## src/rtl/spi_flash_pkg.sv

```systemverilog
// Shared opcodes, FSM states and default JEDEC ID bytes for the SPI PROM responder.
package spi_flash_pkg;

  localparam logic [7:0] CMD_RDID = 8'h9F;
  localparam logic [7:0] CMD_RDSR = 8'h05;

  localparam logic [7:0] DEF_MANUF_ID = 8'h20;
  localparam logic [7:0] DEF_MEM_TYPE = 8'h20;
  localparam logic [7:0] DEF_MEM_CAP  = 8'h15;

  typedef enum logic [2:0] {
    IDLE    = 3'd0,
    CMD     = 3'd1,
    RESP    = 3'd2,
    RESP_SR = 3'd3,
    IGNORE  = 3'd4
  } state_t;

  // Selects the RDID response byte for a given byte index; past the ID it reads zero.
  function automatic logic [7:0] id_byte(input logic [1:0] idx,
                                         input logic [7:0] manuf,
                                         input logic [7:0] mem_type,
                                         input logic [7:0] mem_cap);
    case (idx)
      2'd0:    return manuf;
      2'd1:    return mem_type;
      2'd2:    return mem_cap;
      default: return 8'h00;
    endcase
  endfunction

endpackage

```

## src/rtl/spi_flash_responder_sync.sv

```systemverilog
// Multi-flop synchronizer for one asynchronous SPI bus input.
module spi_flash_responder_sync #(
  parameter int unsigned STAGES    = 2,
  parameter logic        RESET_VAL = 1'b0
) (
  input  logic clk,
  input  logic reset_n,
  input  logic d,
  output logic q
);

  logic [STAGES-1:0] chain;

  // Shift the pin value through the flop chain.
  always_ff @(posedge clk) begin
    if (!reset_n) chain <= {STAGES{RESET_VAL}};
    else          chain <= {chain[STAGES-2:0], d};
  end

  assign q = chain[STAGES-1];

endmodule

```

## src/rtl/spi_flash_responder.sv

```systemverilog
// SPI mode-0 slave emulating the serial PROM RDID (0x9F) response.
// Optional RDSR (0x05) status readout is enabled by defining SPI_RDSR_EN.
module spi_flash_responder
  import spi_flash_pkg::*;
#(
  parameter logic [7:0]  MANUF_ID    = DEF_MANUF_ID,
  parameter logic [7:0]  MEM_TYPE    = DEF_MEM_TYPE,
  parameter logic [7:0]  MEM_CAP     = DEF_MEM_CAP,
  parameter int unsigned SYNC_STAGES = 2
) (
  input  logic       clk,
  input  logic       reset_n,
  input  logic       SPICLK,
  input  logic       SPIMOSI,
  input  logic       cs_prom_n,
  input  logic [7:0] status,
  output logic       SPIMISO,
  output logic       miso_oe,
  output logic [7:0] cmd_byte,
  output logic       cmd_valid,
  output logic       busy
);

  logic       sclk_s, mosi_s, cs_n_s, sclk_prev;
  logic       sclk_rise, sclk_fall;
  state_t     state;
  logic [2:0] bit_cnt;
  logic [1:0] byte_cnt, byte_next;
  logic [7:0] rx_shift, rx_next, tx_shift;

`ifdef SPI_RDSR_EN
  logic [7:0] sr_val;
`else
  logic unused_status;
  assign unused_status = ^status;
`endif

  spi_flash_responder_sync #(.STAGES(SYNC_STAGES), .RESET_VAL(1'b0)) u_sync_sclk (
    .clk(clk), .reset_n(reset_n), .d(SPICLK), .q(sclk_s));
  spi_flash_responder_sync #(.STAGES(SYNC_STAGES), .RESET_VAL(1'b0)) u_sync_mosi (
    .clk(clk), .reset_n(reset_n), .d(SPIMOSI), .q(mosi_s));
  spi_flash_responder_sync #(.STAGES(SYNC_STAGES), .RESET_VAL(1'b1)) u_sync_cs (
    .clk(clk), .reset_n(reset_n), .d(cs_prom_n), .q(cs_n_s));

  assign sclk_rise = sclk_s & ~sclk_prev;
  assign sclk_fall = ~sclk_s & sclk_prev;
  assign rx_next   = {rx_shift[6:0], mosi_s};
  assign byte_next = (byte_cnt == 2'd3) ? 2'd3 : byte_cnt + 2'd1;

  // Protocol FSM: command capture on rises, response shifting on falls, cs_n release wins.
  always_ff @(posedge clk) begin
    if (!reset_n) begin
      state     <= IDLE;
      sclk_prev <= 1'b0;
      bit_cnt   <= 3'd0;
      byte_cnt  <= 2'd0;
      rx_shift  <= 8'h00;
      tx_shift  <= 8'h00;
      SPIMISO   <= 1'b0;
      miso_oe   <= 1'b0;
      cmd_byte  <= 8'h00;
      cmd_valid <= 1'b0;
      busy      <= 1'b0;
`ifdef SPI_RDSR_EN
      sr_val    <= 8'h00;
`endif
    end else begin
      sclk_prev <= sclk_s;
      cmd_valid <= 1'b0;
      if (cs_n_s) begin
        state   <= IDLE;
        miso_oe <= 1'b0;
        SPIMISO <= 1'b0;
        busy    <= 1'b0;
      end else begin
        busy <= 1'b1;
        case (state)
          IDLE: begin
            state    <= CMD;
            bit_cnt  <= 3'd0;
            byte_cnt <= 2'd0;
          end
          CMD: begin
            if (sclk_rise) begin
              rx_shift <= rx_next;
              if (bit_cnt == 3'd7) begin
                bit_cnt   <= 3'd0;
                cmd_byte  <= rx_next;
                cmd_valid <= 1'b1;
                if (rx_next == CMD_RDID) begin
                  state    <= RESP;
                  tx_shift <= MANUF_ID;
                  byte_cnt <= 2'd0;
                end
`ifdef SPI_RDSR_EN
                else if (rx_next == CMD_RDSR) begin
                  state    <= RESP_SR;
                  sr_val   <= status;
                  tx_shift <= status;
                end
`endif
                else begin
                  state <= IGNORE;
                end
              end else begin
                bit_cnt <= bit_cnt + 3'd1;
              end
            end
          end
          RESP: begin
            if (sclk_fall) begin
              SPIMISO <= tx_shift[7];
              miso_oe <= 1'b1;
              if (bit_cnt == 3'd7) begin
                bit_cnt  <= 3'd0;
                byte_cnt <= byte_next;
                tx_shift <= id_byte(byte_next, MANUF_ID, MEM_TYPE, MEM_CAP);
              end else begin
                bit_cnt  <= bit_cnt + 3'd1;
                tx_shift <= {tx_shift[6:0], 1'b0};
              end
            end
          end
`ifdef SPI_RDSR_EN
          RESP_SR: begin
            if (sclk_fall) begin
              SPIMISO <= tx_shift[7];
              miso_oe <= 1'b1;
              if (bit_cnt == 3'd7) begin
                bit_cnt  <= 3'd0;
                tx_shift <= sr_val;
              end else begin
                bit_cnt  <= bit_cnt + 3'd1;
                tx_shift <= {tx_shift[6:0], 1'b0};
              end
            end
          end
`endif
          IGNORE: begin
            SPIMISO <= 1'b0;
            miso_oe <= 1'b0;
            if (sclk_rise) bit_cnt <= bit_cnt + 3'd1;
          end
          default: begin
            state   <= IGNORE;
            SPIMISO <= 1'b0;
            miso_oe <= 1'b0;
          end
        endcase
      end
    end
  end

endmodule
```

## config.mk

```make
export PLATFORM = sky130hd
export DESIGN_NAME = spi_flash_responder
export DESIGN_NICKNAME = d
export VERILOG_FILES = /design/src/rtl/spi_flash_pkg.sv /design/src/rtl/spi_flash_responder_sync.sv /design/src/rtl/spi_flash_responder.sv
export SDC_FILE = /design/constraint.sdc
export NUM_CORES = 1
export LEC_CHECK = 0
export CORE_MARGIN = 5
export CORE_UTILIZATION = 30
export CTS_BUF_LIST = sky130_fd_sc_hd__clkbuf_4 sky130_fd_sc_hd__clkbuf_8 sky130_fd_sc_hd__clkbuf_16
export CTS_CLUSTER_SIZE = 24
export DETAILED_ROUTE_END_ITERATION = 10
export SLEW_MARGIN = 20
export SYNTH_ARGS = -nofsm -noshare
export SYNTH_HDL_FRONTEND = slang
export SYNTH_SLANG_ARGS = --single-unit
export TNS_END_PERCENT = 50
```

## constraint.sdc

```tcl
create_clock -name clk -period 1.8 [get_ports clk]
set_input_delay 0.36 -clock clk [delete_from_list [all_inputs] [get_ports clk]]
set_output_delay 0.36 -clock clk [all_outputs]
set_load 0.03 [all_outputs]
```

==> flow_summary.ini <==
[drt]
drtAntennaViolNets = 0
drc = 0
avgViaCountPerCell = 4.91
drtPass1Iterations = 4
drt-initial-drc-count = 61
wl_per_cell_um = 12.3
via_count = 1474
routed_wl_um = 3700

[critical_path]
cp-end-kind = register
crit_cells = 7
r2r_cells = 7
cp-startpoint = bit_cnt[0]
critical-path-top-delay-family = adder cells
slowest_stage = dfxtp_1
worstPathCellList = ha_1 > ha_4 > nor4b_1 > and3_1 > o22ai_1 > buf_4 > mux2i_1
rrSetupSlack_ps = 90
critPathKind = register to register
max_stage_delay_ps = 320
crit_fanout = 6
reg2reg_to = byte_cnt[0]
worstReg2RegStart = bit_cnt[0]
cp-endpoint = byte_cnt[0]
worst_setup_path_start_kind = register
cp.buffers_inverters = 1
critPathRequiredTime_ps = 2030
arrival_ps = 1940

[cts]
clock-sinks = 42
hold_buffers = 0
clk_path_buf_depth = 2
cts_root_buf = clkbuf_8
cts_tree = built
cts_setup_buffers = 0
clock_latency_ps = 300
path_clk_slew_ps = 90
cts_htree_levels = 2
cts_buffers = 5

[yosys]
synth_top_area_cell = dfxtp_1
syn_inst = 194
synth_cell_types = 45
ys.flop_type = dfxtp_1
synth_edf_count = 0
async_flop_share = 0
yosys.area.top_type_share = 0.463
yosysSeqAreaShare = 0.463
syn_area_per_cell_um2 = 9.36
ys_ff_latch = 42
synth.area.top_cells = dfxtp_1 (46%), mux2i_1 (9.4%), nand2_1 (4.5%)
syn_nets = 209
synth_area_mm2 = 0.00182
ys_warn_count = 0

[place]
port_buffers = 16
place_area_mm2 = 0.00217
place.gp.congestion = 0.748
dp.final_hpwl_um = 2590

[floorplan]
die_w_um = 87.8
fp.coreArea_mm2 = 0.00589
ioPinCount = 25
rows = 28
dieArea_mm2 = 0.00771
die_height_um = 87.8
start_util = 0.308

[layout]
layout-drive-gt1-share = 0.160
antennaDiodeCount = 0
layout_commonest_cell = dfxtp_1
syn_to_final_growth_pct = 26.1
num-nets-final = 239
nFillCells = 610
final_area_mm2 = 0.00229
layout_common_cells = dfxtp_1 (42), nand2_1 (22), mux2i_1 (17)

[run]
cap_violations = 0

[sta]
rsz0062_at_grt = false
tns_ps = 0
fin_worst_skew_ps = 4.06
slew_headroom = 0.719
hold_viol_final = 0
slew_viol_final = 0
worst_pin_slew_ps = 421
period_share = 0.950
finalSetupViolations = 0
fmax_mhz = 585
fin_hold_ws_ps = 409
fin_crit_ps = 1710

[global_routing]
grt_usage = 0.109
grt_max_degree = 19
antenna_found_initial = 0
grt_pass1_wl_um = 6600
grt-ovfl-total = 0
grt_pass1_vias = 1462

[min_path]
min_path_type = register to register
worstHoldStart = u_sync_cs.chain[0]

[power]
power.density_mw_per_mm2 = 711
p_leak_nw = 0.849
p_total_w = 0.00163
vdd_drop_max_uv = 382

[run_status]
status = completed
[state kept, by name (all words and copies together), names as in the netlist]
| name | cells |
|---|---|
| cmd_valid | 1 |
| u_sync_sclk.chain | 2 |
| sclk_prev | 1 |
| u_sync_cs.chain | 2 |
| rx_shift | 7 |
| byte_cnt | 2 |
| tx_shift | 8 |
| state | 3 |
| busy | 1 |
| bit_cnt | 3 |
| u_sync_mosi.chain | 2 |
| miso_oe | 1 |
| SPIMISO | 1 |
| cmd_byte | 8 |
[cells in the mapped netlist (2+ instances only)]
cell type and n:
nand3b_1 2, nor3_1 2, ha_1 2, a32o_1 2, or3_1 2, nand2b_1 6, or4b_1 3, a21oi_1 13
o22ai_1 2, inv_1 4, dfxtp_1 42, clkbuf_1 4, and2_1 5, nand3_1 13, nand4_1 2, nor2_1 12
nor2b_1 5, o21ai_0 5, buf_2 5, mux2i_1 17, nand2_1 22
[routing by layer]
| layer | routed length [um] | GRT usage | share of wire |
|---|---|---|---|
| met1 | 1790 | 0.136 | 0.48 |
| met2 | 1600 | 0.164 | 0.43 |
| met3 | 249 | 0.0489 | 0.067 |
| met4 | 59 | 0.0460 | 0.016 |
| met5 | 0 | 0 | 0 |
[repair_timing]
action                                  in CTS  in global routing
pin swaps                                    0                  1
hold endpoints to repair                     0                  0
endpoints found under the setup margin       1                 10
resized for setup                            1                  3
[report_power, final]
group	switching, W	internal (W)
combinational	0.0000320	0.0000286
clock	0.000351	0.000273
sequential	0.00000722	0.000936
total	0.000390	0.00124
[worst min-delay path by stage]
| stage | end | slack (ps) | cells past startpoint |
|---|---|---|---|
| finish | u_sync_cs.chain[1] | 410 | 1 |
| global route | u_sync_cs.chain[1] | 430 | 1 |
| CTS | u_sync_cs.chain[1] | 410 | 1 |
| detailed placement | u_sync_cs.chain[1] | 390 | 1 |
| global placement | u_sync_cs.chain[1] | 390 | 1 |
| floorplan | u_sync_cs.chain[1] | 390 | 1 |
[layout make-up]
cell class,count,area [um^2],area share
well taps,75,93.8,0.0410
inverters,5,18.8,0.00820
clock buffers,5,68.8,0.0301
multi-input cells,137,945,0.413
clock inverters,3,21.3,0.00929
repair buffers,33,300,0.131
flip-flops and latches,42,841,0.367
[kinds of logic after synthesis]
family                     Yosys count  synth area share
AOI/OAI and AO/OA                   35             0.139
adders and majority gates            2            0.0138
buffers and inverters               15            0.0344
DFF                                 42             0.463
muxes                               17            0.0937
and+or+nand+nor                     83             0.256
[metrics by stage]
stage                      util  instances  worst slack, ps
final                     0.389        300             89.5
after global routing      0.389        300             1.39
after CTS                 0.385        300             38.2
after detailed placement  0.369        292             8.00
after global placement    0.369        292             39.5
after floorplan               -        194             31.8
No activity file was read; power rests on OpenSTA's default activity.
